`config.mk`:
```
export PLATFORM = sky130hd
export DESIGN_NAME = parking_occupancy_ctrl
export DESIGN_NICKNAME = d
export VERILOG_FILES = /design/src/rtl/parking_occupancy_ctrl.sv
export SDC_FILE = /design/constraint.sdc
export NUM_CORES = 1
export LEC_CHECK = 0
export CORE_MARGIN = 2
export CORE_UTILIZATION = 25
export CTS_BUF_LIST = sky130_fd_sc_hd__clkbuf_16
export DETAILED_ROUTE_END_ITERATION = 16
export SYNTH_ARGS = -nofsm -noshare
export SYNTH_HDL_FRONTEND = slang
export SYNTH_SLANG_ARGS = --single-unit
```
`constraint.sdc`:
```
create_clock -name clk -period 4.2 [get_ports clk]
set_input_delay 0.42 -clock clk [delete_from_list [all_inputs] [get_ports clk]]
set_output_delay 0.42 -clock clk [all_outputs]
set_load 0.05 [all_outputs]
```
`src/rtl/parking_occupancy_ctrl.sv`:
```
// ---------------------------------------------------------------------------
// parking_occupancy_ctrl
//   Multi-lane parking occupancy tracker. Each raw beam sensor (active-low,
//   0 = car blocking the beam) is synchronised, debounced and passed through
//   a small block/clear FSM. A car is counted once, when it clears the beam.
//   The entry and exit events of one cycle are netted into a saturating
//   occupancy count. That count is compared against a capacity that can be
//   reloaded at run time.
//
// Ports
//   clk            system clock
//   rst_n          synchronous active-low reset
//   entry_n        raw entry beam sensors, asynchronous, 0 = blocked
//   exit_n         raw exit beam sensors, asynchronous, 0 = blocked
//   cap_in         new capacity value
//   cap_load       one-cycle strobe: capacity <= cap_in
//   clr_err        clears the sticky error flags
//   occupancy      cars currently inside
//   free_slots     capacity - occupancy, floored at 0
//   full           occupancy >= capacity
//   almost_full    free_slots <= ALMOST_THR
//   buzzer         same as full
//   underflow_err  sticky: an exit would have taken the count below 0
//   overflow_err   sticky: an entry would have taken the count above max
//   total_entries  (TOTAL_COUNT_EN only) lifetime entry count, mod 2^16
//
// Optional feature macro: TOTAL_COUNT_EN
// ---------------------------------------------------------------------------
module parking_occupancy_ctrl #(
  parameter int NUM_LANES    = 2,
  parameter int CNT_W        = 8,
  parameter int DEBOUNCE_CYC = 16,
  parameter int DEFAULT_CAP  = 10,
  parameter int ALMOST_THR   = 2
) (
  input  logic                 clk,
  input  logic                 rst_n,
  input  logic [NUM_LANES-1:0] entry_n,
  input  logic [NUM_LANES-1:0] exit_n,
  input  logic [CNT_W-1:0]     cap_in,
  input  logic                 cap_load,
  input  logic                 clr_err,
  output logic [CNT_W-1:0]     occupancy,
  output logic [CNT_W-1:0]     free_slots,
  output logic                 full,
  output logic                 almost_full,
  output logic                 buzzer,
  output logic                 underflow_err,
  output logic                 overflow_err
`ifdef TOTAL_COUNT_EN
  ,
  output logic [15:0]          total_entries
`endif
);

  localparam int NS  = 2 * NUM_LANES;
  localparam int DCW = (DEBOUNCE_CYC > 2) ? $clog2(DEBOUNCE_CYC) : 1;
  localparam int SW  = CNT_W + 5;
  localparam logic [DCW-1:0]   DEB_LAST = DCW'(DEBOUNCE_CYC - 1);
  localparam logic [CNT_W-1:0] CAP_RST  = CNT_W'(DEFAULT_CAP);
  localparam logic [CNT_W:0]   ALMOST_V = (CNT_W + 1)'(ALMOST_THR);

  typedef enum logic {
    S_IDLE    = 1'b0,
    S_BLOCKED = 1'b1
  } sens_state_e;

  // Number of set bits in a lane vector.
  function automatic logic [3:0] popcnt(input logic [NUM_LANES-1:0] v);
    logic [3:0] c;
    c = 4'd0;
    for (int i = 0; i < NUM_LANES; i++) begin
      c = c + {3'd0, v[i]};
    end
    return c;
  endfunction

  // Entry sensors occupy the low half, exit sensors the high half.
  logic [NS-1:0] raw_s;
  logic [NS-1:0] pulse_s;

  assign raw_s = {exit_n, entry_n};

  for (genvar g = 0; g < NS; g++) begin : g_sensor
    logic           sync1_q, sync2_q;
    logic           deb_q, deb_d;
    logic [DCW-1:0] cnt_q, cnt_d;
    sens_state_e    state_q, state_d;
    logic           event_q, event_d;

    // Synchroniser, debounce and block/clear FSM registers.
    always_ff @(posedge clk) begin
      if (!rst_n) begin
        sync1_q <= 1'b1;
        sync2_q <= 1'b1;
        deb_q   <= 1'b1;
        cnt_q   <= '0;
        state_q <= S_IDLE;
        event_q <= 1'b0;
      end else begin
        sync1_q <= raw_s[g];
        sync2_q <= sync1_q;
        deb_q   <= deb_d;
        cnt_q   <= cnt_d;
        state_q <= state_d;
        event_q <= event_d;
      end
    end

    // The debounce counter runs only while the synced level disagrees with the
    // debounced level. The level flips on the DEBOUNCE_CYC-th disagreeing cycle.
    always_comb begin
      deb_d = deb_q;
      cnt_d = '0;
      if (sync2_q != deb_q) begin
        if (cnt_q == DEB_LAST) begin
          deb_d = sync2_q;
          cnt_d = '0;
        end else begin
          cnt_d = cnt_q + {{(DCW-1){1'b0}}, 1'b1};
        end
      end else begin
        cnt_d = '0;
      end
    end

    // Block/clear FSM. An event fires only when a blocked beam clears.
    always_comb begin
      state_d = state_q;
      event_d = 1'b0;
      case (state_q)
        S_IDLE: begin
          if (!deb_q) begin
            state_d = S_BLOCKED;
          end else begin
            state_d = S_IDLE;
          end
        end
        S_BLOCKED: begin
          if (deb_q) begin
            state_d = S_IDLE;
            event_d = 1'b1;
          end else begin
            state_d = S_BLOCKED;
          end
        end
        default: begin
          state_d = S_IDLE;
          event_d = 1'b0;
        end
      endcase
    end

    assign pulse_s[g] = event_q;
  end

  logic [CNT_W-1:0]     occupancy_q, occupancy_d;
  logic [CNT_W-1:0]     capacity_q, capacity_d;
  logic                 underflow_q, underflow_d;
  logic                 overflow_q, overflow_d;
  logic [3:0]           n_in_s, n_out_s;
  logic signed [SW-1:0] sum_s;
  logic [CNT_W-1:0]     free_s;

  // Occupancy, capacity and sticky error registers.
  always_ff @(posedge clk) begin
    if (!rst_n) begin
      occupancy_q <= '0;
      capacity_q  <= CAP_RST;
      underflow_q <= 1'b0;
      overflow_q  <= 1'b0;
    end else begin
      occupancy_q <= occupancy_d;
      capacity_q  <= capacity_d;
      underflow_q <= underflow_d;
      overflow_q  <= overflow_d;
    end
  end

  // Net this cycle's entries and exits, then saturate. The sum is wide enough
  // and signed, so the sign bit flags underflow and any bit above CNT_W flags overflow.
  always_comb begin
    n_in_s  = popcnt(pulse_s[NUM_LANES-1:0]);
    n_out_s = popcnt(pulse_s[NS-1:NUM_LANES]);
    sum_s   = $signed({5'd0, occupancy_q})
            + $signed({{(SW-4){1'b0}}, n_in_s})
            - $signed({{(SW-4){1'b0}}, n_out_s});
    occupancy_d = occupancy_q;
    // A new error wins over clr_err in the same cycle.
    underflow_d = underflow_q & ~clr_err;
    overflow_d  = overflow_q & ~clr_err;
    if (sum_s[SW-1]) begin
      occupancy_d = '0;
      underflow_d = 1'b1;
    end else if (sum_s[SW-2:CNT_W] != '0) begin
      occupancy_d = '1;
      overflow_d  = 1'b1;
    end else begin
      occupancy_d = sum_s[CNT_W-1:0];
    end
    if (cap_load) begin
      capacity_d = cap_in;
    end else begin
      capacity_d = capacity_q;
    end
  end

  // Free slots floor at zero when the capacity is below the occupancy.
  always_comb begin
    free_s = '0;
    if (capacity_q > occupancy_q) begin
      free_s = capacity_q - occupancy_q;
    end else begin
      free_s = '0;
    end
  end

  assign occupancy     = occupancy_q;
  assign free_slots    = free_s;
  assign full          = (occupancy_q >= capacity_q);
  assign almost_full   = ({1'b0, free_s} <= ALMOST_V);
  assign buzzer        = full;
  assign underflow_err = underflow_q;
  assign overflow_err  = overflow_q;

`ifdef TOTAL_COUNT_EN
  logic [15:0] total_q, total_d;

  // Lifetime entry count. Saturation and clr_err do not affect it.
  always_ff @(posedge clk) begin
    if (!rst_n) begin
      total_q <= 16'd0;
    end else begin
      total_q <= total_d;
    end
  end

  // Wraps modulo 2^16.
  always_comb begin
    total_d = total_q + {12'd0, n_in_s};
  end

  assign total_entries = total_q;
`endif

endmodule

```
Yosys cells after proc, flatten, opt, wreduce, memory -nomap -nowiden
Cells that the tools add are included.

storage, ports and cells
  register bits = 54
  bits of input ports = 16
  output and inout port bits = 21
  word-level logic and storage cells = 83

operators by class
  $add $sub $neg = 9
  magnitude comparators = 3
  equal/unequal tests = 8
  multiplexer cells = 13
  bitwise operators = 8
  reductions and logical operators = 14

operators with widths
  operator             number
  $add 4x1->4 const B  4
  $eq 4x4->1 const B   4
  $mux 8               2
  $reduce_and 2->1     8
  $reduce_or 3->1      4
  $mux 1               11
  $sub 9x2->10         1
  $add 8x2->9          1
  $ge 8x8->1           1
  $gt 8x8->1           1
  $le 8x2->1 const B   1
  $sub 8x8->8          1
  $not 1->1            6
  $add 1x1->2          2
  $ne 1x1->1           4
  $reduce_bool 4->1    1
  $and 1x1->1          2
  $reduce_or 2->1      1

Longest topological paths before layout
  depth in word-level cells = 6
  mapped depth = 14
  mapped depth without buffers = 14

Least setup slack after synthesis
Ideal clock, no wire load.

  path kind = reg2out
  start point = register occupancy_q[0] (netlist: occupancy[0])
  end point = output port free_slots[4]
  data arrival time = 2.760 ns
  required time = 3.780 ns
  setup slack = 1.020 ns
  cell stages (with the launch flop) = 9
  path buffers = 0
  cell sequence = dfxtp_1 ha_1 fa_1 nor2b_4 o31a_1 nor3_2 o21bai_1 o21ai_4 nor2b_1

on the way
  cells in the longest elaborated chain, start to end = 2
  elaborated cells on any way between the ends = 3
  those cells by class = add/sub (1); order compare (1); mux (1)

ends and longest elaborated chain
  item                                       RTL line  text
  start: declaration                         157       logic [CNT_W-1:0] occupancy_q, occupancy_d;
  start signal: assignment                   173       occupancy_q <= occupancy_d;
  $sub 8x8->8 or $gt 8x8->1 (tied branches)  212, 211
  $mux 8 (*)                                 211       if (capacity_q > occupancy_q) begin
  end: declaration                           44        output logic [CNT_W-1:0] free_slots,

Every way passes the cells marked *; elsewhere a longest branch is shown, timed or not.

Final worst setup path
  start point = register occupancy_q[2] (netlist: occupancy[2])
  end point = output port almost_full

on the way
  cells in the longest elaborated chain, start to end = 3
  elaborated cells on any way between the ends = 4
  those cells by class = add/sub (1); order compare (2); mux (1)

ends and longest elaborated chain
  item                                       RTL line  text
  $sub 8x8->8 or $gt 8x8->1 (tied branches)  212, 211
  $mux 8 (*)                                 211
  $le 8x2->1 (*)                             221       assign almost_full = ({1'b0, free_s} <= ALMOST_V);
  end: declaration                           46        output logic almost_full,

Marks and branches as above.

==> impl_table.tex <==
\begin{tabular}{lr}
\hline
Metric & Value \\
\hline
\multicolumn{2}{l}{\textbf{Timing}} \\
\quad Max-slew headroom & 0.284 \\
\quad Setup violations, final & 0 \\
\quad Hold Slack & 0.408 ns \\
\quad Final period utilization & 0.834 \\
\quad Minimum clock period after layout & 3.50 ns \\
\quad Slew at the pin closest to its max-slew limit & 1.07 ns \\
\quad Sum of negative setup slack & 0 ns \\
\quad Setup skew after layout & 0.00411 ns \\
\quad Count of pins over their slew limit & 0 \\
\quad PnR worst setup slack & 0.699 ns \\
\quad Setup repair after global routing missed its margin & no \\
\quad Final hold violation count & 0 \\
\quad Highest clock rate & 0.286 GHz \\
\multicolumn{2}{l}{\textbf{Finish}} \\
\quad Register cell area after layout & 1080 um\^{}2 \\
\quad Number of antenna cells inserted & 0 \\
\quad Footprint of the multi-input gates & 1420 um\^{}2 \\
\quad Final net count & 359 \\
\quad Number of inserted filler cells in the final layout & 1059 \\
\quad Fraction of layout instances using a drive strength above 1 & 0.0439 \\
\quad Finished Layout Cells & 455 \\
\quad Post-Layout Inst Area & 3300 um\^{}2 \\
\quad Growth of design area from synthesis to finish & 26.2\% \\
\quad Highest-count cells in the layout ignoring fill and taps & dfxtp\_1 (54), clkdlybuf4s50\_1 (36), nor2\_1 (29) \\
\quad Commonest non-fill, non-tap cell in the layout & dfxtp\_1 \\
\multicolumn{2}{l}{\textbf{Clock tree}} \\
\quad Number of levels in the clock H-tree & 2 \\
\quad Number of buffers between clock root and the deepest sink & 2 \\
\quad Post-CTS Repair Setup Buffers & 0 \\
\quad Worst-Skew Late Latency & 0.29 ns \\
\quad Root cell of the clock tree & clkbuf\_16 \\
\quad Clock transition at the registers of the reported paths & 0.07 ns \\
\quad TritonCTS clock tree & done \\
\quad CTS hold repair buffers & 0 \\
\quad Count of cells resized by post-cts repair & 0 \\
\quad Number of buffers added by the clock tree synthesis step & 5 \\
\quad Sink count of the clock tree & 54 \\
\multicolumn{2}{l}{\textbf{Yosys}} \\
\quad Count of mapped cells out of synthesis & 280 \\
\quad Proportion of synthesized chip area in sequential cells & 0.414 \\
\quad Warning count from the yosys run & 0 \\
\quad Library cell occupying the most area in the post-synthesis netlist & dfxtp\_1 \\
\quad Syn Area/Cell & 9.33 um\^{}2 \\
\quad Compound-gate portion of the synthesized area & 0.112 \\
\quad Post-synth EDFFs & 0 \\
\quad Post-Synth XOR/XNOR Area & 0.0570 \\
\quad Netlist Area Pre-Place & 2610 um\^{}2 \\
\quad Fraction of synthesized cell area taken by the top area cell type & 0.414 \\
\quad Post-synthesis adder-cell area fraction & 0.131 \\
\quad Biggest area contributors in the synthesized netlist & dfxtp\_1 (41\%), ha\_1 (10\%), xor2\_1 (5.4\%), mux2i\_1 (4.6\%), nor2\_1 (4.2\%) \\
\quad Synth cell types & 43 \\
\quad Predominant post-synthesis flop cell & dfxtp\_1 \\
\quad Post-synthesis async set-or-reset flop share & 0 \\
\quad Number of register bits inferred by synthesis & 54 \\
\quad Syn\_nets & 321 \\
\quad Post-Synth Simple-Gate Area & 0.199 \\
\quad Dominant combinational cell family by area after synthesis & simple AND/OR/NAND/NOR gates \\
\quad Portion of netlist area occupied by mux cells & 0.0460 \\
\multicolumn{2}{l}{\textbf{Die}} \\
\quad Floorplan row count & 37 \\
\quad Core area & 10200 um\^{}2 \\
\quad Width of the die & 106 um \\
\quad Starting density of the core & 0.255 \\
\quad Height of the die & 106 um \\
\quad Area of the die & 11300 um\^{}2 \\
\quad Number of I/O pins & 37 \\
\multicolumn{2}{l}{\textbf{GRT}} \\
\quad GRT Resource Usage Total & 0.0914 \\
\quad Total grt overflow & 0 \\
\quad Vias in the first global route & 1907 \\
\quad Largest net degree at the start of global routing & 34 \\
\quad Wire length of the first global-routing pass & 8420 um \\
\quad Antenna violations before repair & 0 \\
\multicolumn{2}{l}{\textbf{Route}} \\
\quad Average vias per placed instance & 4.32 \\
\quad First drt pass iteration count & 4 \\
\quad Vias & 1967 \\
\quad Initial drt markers & 59 \\
\quad DRC violations left & 0 \\
\quad Post-DRT Antenna Nets & 0 \\
\quad Detailed-route wire length & 4910 um \\
\quad DR WL/cell & 10.8 um \\
\multicolumn{2}{l}{\textbf{Placement}} \\
\quad Global placer's final weighted congestion & 0.825 \\
\quad Area after detailed placement & 3130 um\^{}2 \\
\quad DP Cell Count & 447 \\
\quad Number of input and output port buffers inserted & 36 \\
\quad Half-perimeter wire length after detailed placement & 3820 um \\
\quad Post-Place Setup Slack & 1.00 ns \\
\multicolumn{2}{l}{\textbf{Worst setup path}} \\
\quad Setup Crit Path Kind & flip-flop to output pin \\
\quad Critical-path maximum fanout & 4 \\
\quad Signal arrival time at the worst endpoint & 3.08 ns \\
\quad Type of destination of the critical path & output pin \\
\quad WP data required & 3.78 ns \\
\quad Critical path startpoint category & flip-flop \\
\multicolumn{2}{l}{\textbf{Pwr}} \\
\quad Cell internal power dissipation & 1.36 mW \\
\quad Fraction of power spent switching nets & 0.448 \\
\quad Largest vdd supply drop & 0.408 mV \\
\quad Power spent charging and discharging nets & 1.10 mW \\
\quad Clock network fraction of total power & 0.194 \\
\quad Gate power share & 0.558 \\
\quad Sequential share of power & 0.248 \\
\quad Power Dens Cells & 745 nW/um\^{}2 \\
\quad Leak Pwr & 1.40 nW \\
\multicolumn{2}{l}{\textbf{Flow run}} \\
\quad Max-cap violations & 0 \\
\multicolumn{2}{l}{\textbf{Hold path}} \\
\quad Worst Hold Class & flip-flop to flip-flop \\
\multicolumn{2}{l}{\textbf{Outcome}} \\
\quad Status & complete, no violations \\
\hline
\end{tabular}
==> layout make-up <==
| cell class | instances | area share |
|---|---|---|
| clock inverters | 3 | 0.0144 |
| clock buffers | 5 | 0.0379 |
| repair buffers | 37 | 0.112 |
| inverters | 22 | 0.0250 |
| well taps | 136 | 0.0516 |
| multi-input cells | 198 | 0.432 |
| flip-flops and latches | 54 | 0.328 |
==> per-stage QoR <==
| stage | util | total power, mW |
|---|---|---|
| floorplan | - | 1.64 |
| global placement | 0.305 | 1.98 |
| detailed placement | 0.305 | 1.99 |
| CTS | 0.322 | 2.48 |
| global route | 0.322 | 2.63 |
| finish | 0.322 | 2.46 |
==> layer usage <==
metal  global-route usage  part of all wire  up-vias
li1                     -                 -     1025
met1                0.114              0.48      893
met2                0.157              0.46       46
met3               0.0196             0.050        3
met4               0.0282            0.0065        0
met5                    0                 0        -
==> logic make-up (layout without fill, tap and decap cells) <==
logic type	count (synthesis)	count (layout)
simple gates	98	98
flops	54	54
compound gates	46	46
buf+inv	28	67
fa+ha+maj	25	25
xor+xnor	17	17
mux	12	12
==> synthesized netlist by cell type, types with 5 or more instances <==
| cell type | count |
|---|---|
| nor2_1 | 29 |
| ha_1 | 21 |
| dfxtp_1 | 54 |
| nand2b_1 | 12 |
| xor2_1 | 16 |
| a21oi_1 | 15 |
| mux2i_1 | 12 |
| and3_1 | 8 |
| clkbuf_1 | 5 |
| nor2b_1 | 13 |
| nand2_1 | 8 |
| nand3_1 | 14 |
| inv_1 | 22 |
| o21ai_0 | 8 |
==> critical path, stage by stage, from the launching register on <==
cell and delay [ns]:
dfxtp_1 0.40, inv_1 0.10, ha_1 0.35, nor2b_4 0.15, o31a_1 0.28, o21ai_1 0.11
or3b_1 0.37, o21ai_2 0.07, a41o_1 0.17, clkdlybuf4s50_1 0.80
==> sequential cells by signal (all words and copies together) (netlist names), 4 cells and up <==
signal / cells
g_sensor.sync1_q: 4
g_sensor.event_q: 4
occupancy: 8
g_sensor.state_q: 4
g_sensor.cnt_q: 16
g_sensor.deb_q: 4
g_sensor.sync2_q: 4
capacity_q: 8
==> final timing paths <==
path                                  start                        endpoint  slack [ns]  cells past startpoint
max reg2reg  g_sensor[2].event_q$_SDFF_PN0_         overflow_err$_SDFF_PN0_        1.34                     12
min reg2reg  g_sensor[3].sync1_q$_SDFF_PN1_  g_sensor[3].sync2_q$_SDFF_PN1_        0.41                      1
min          g_sensor[3].sync1_q$_SDFF_PN1_  g_sensor[3].sync2_q$_SDFF_PN1_        0.41                      1
max                 occupancy[2]$_SDFF_PP0_                     almost_full        0.70                      9
==> power groups by stage <==
stage | combinational (mW) | sequential, mW | clock (mW)
final | 1.37 | 0.609 | 0.477
after global routing | 1.50 | 0.618 | 0.518
after CTS | 1.37 | 0.611 | 0.495
after detailed placement | 1.37 | 0.623 | 0
after global placement | 1.36 | 0.623 | 0
after floorplan | 0.896 | 0.745 | 0
No activity file was read; power rests on OpenSTA's default activity.
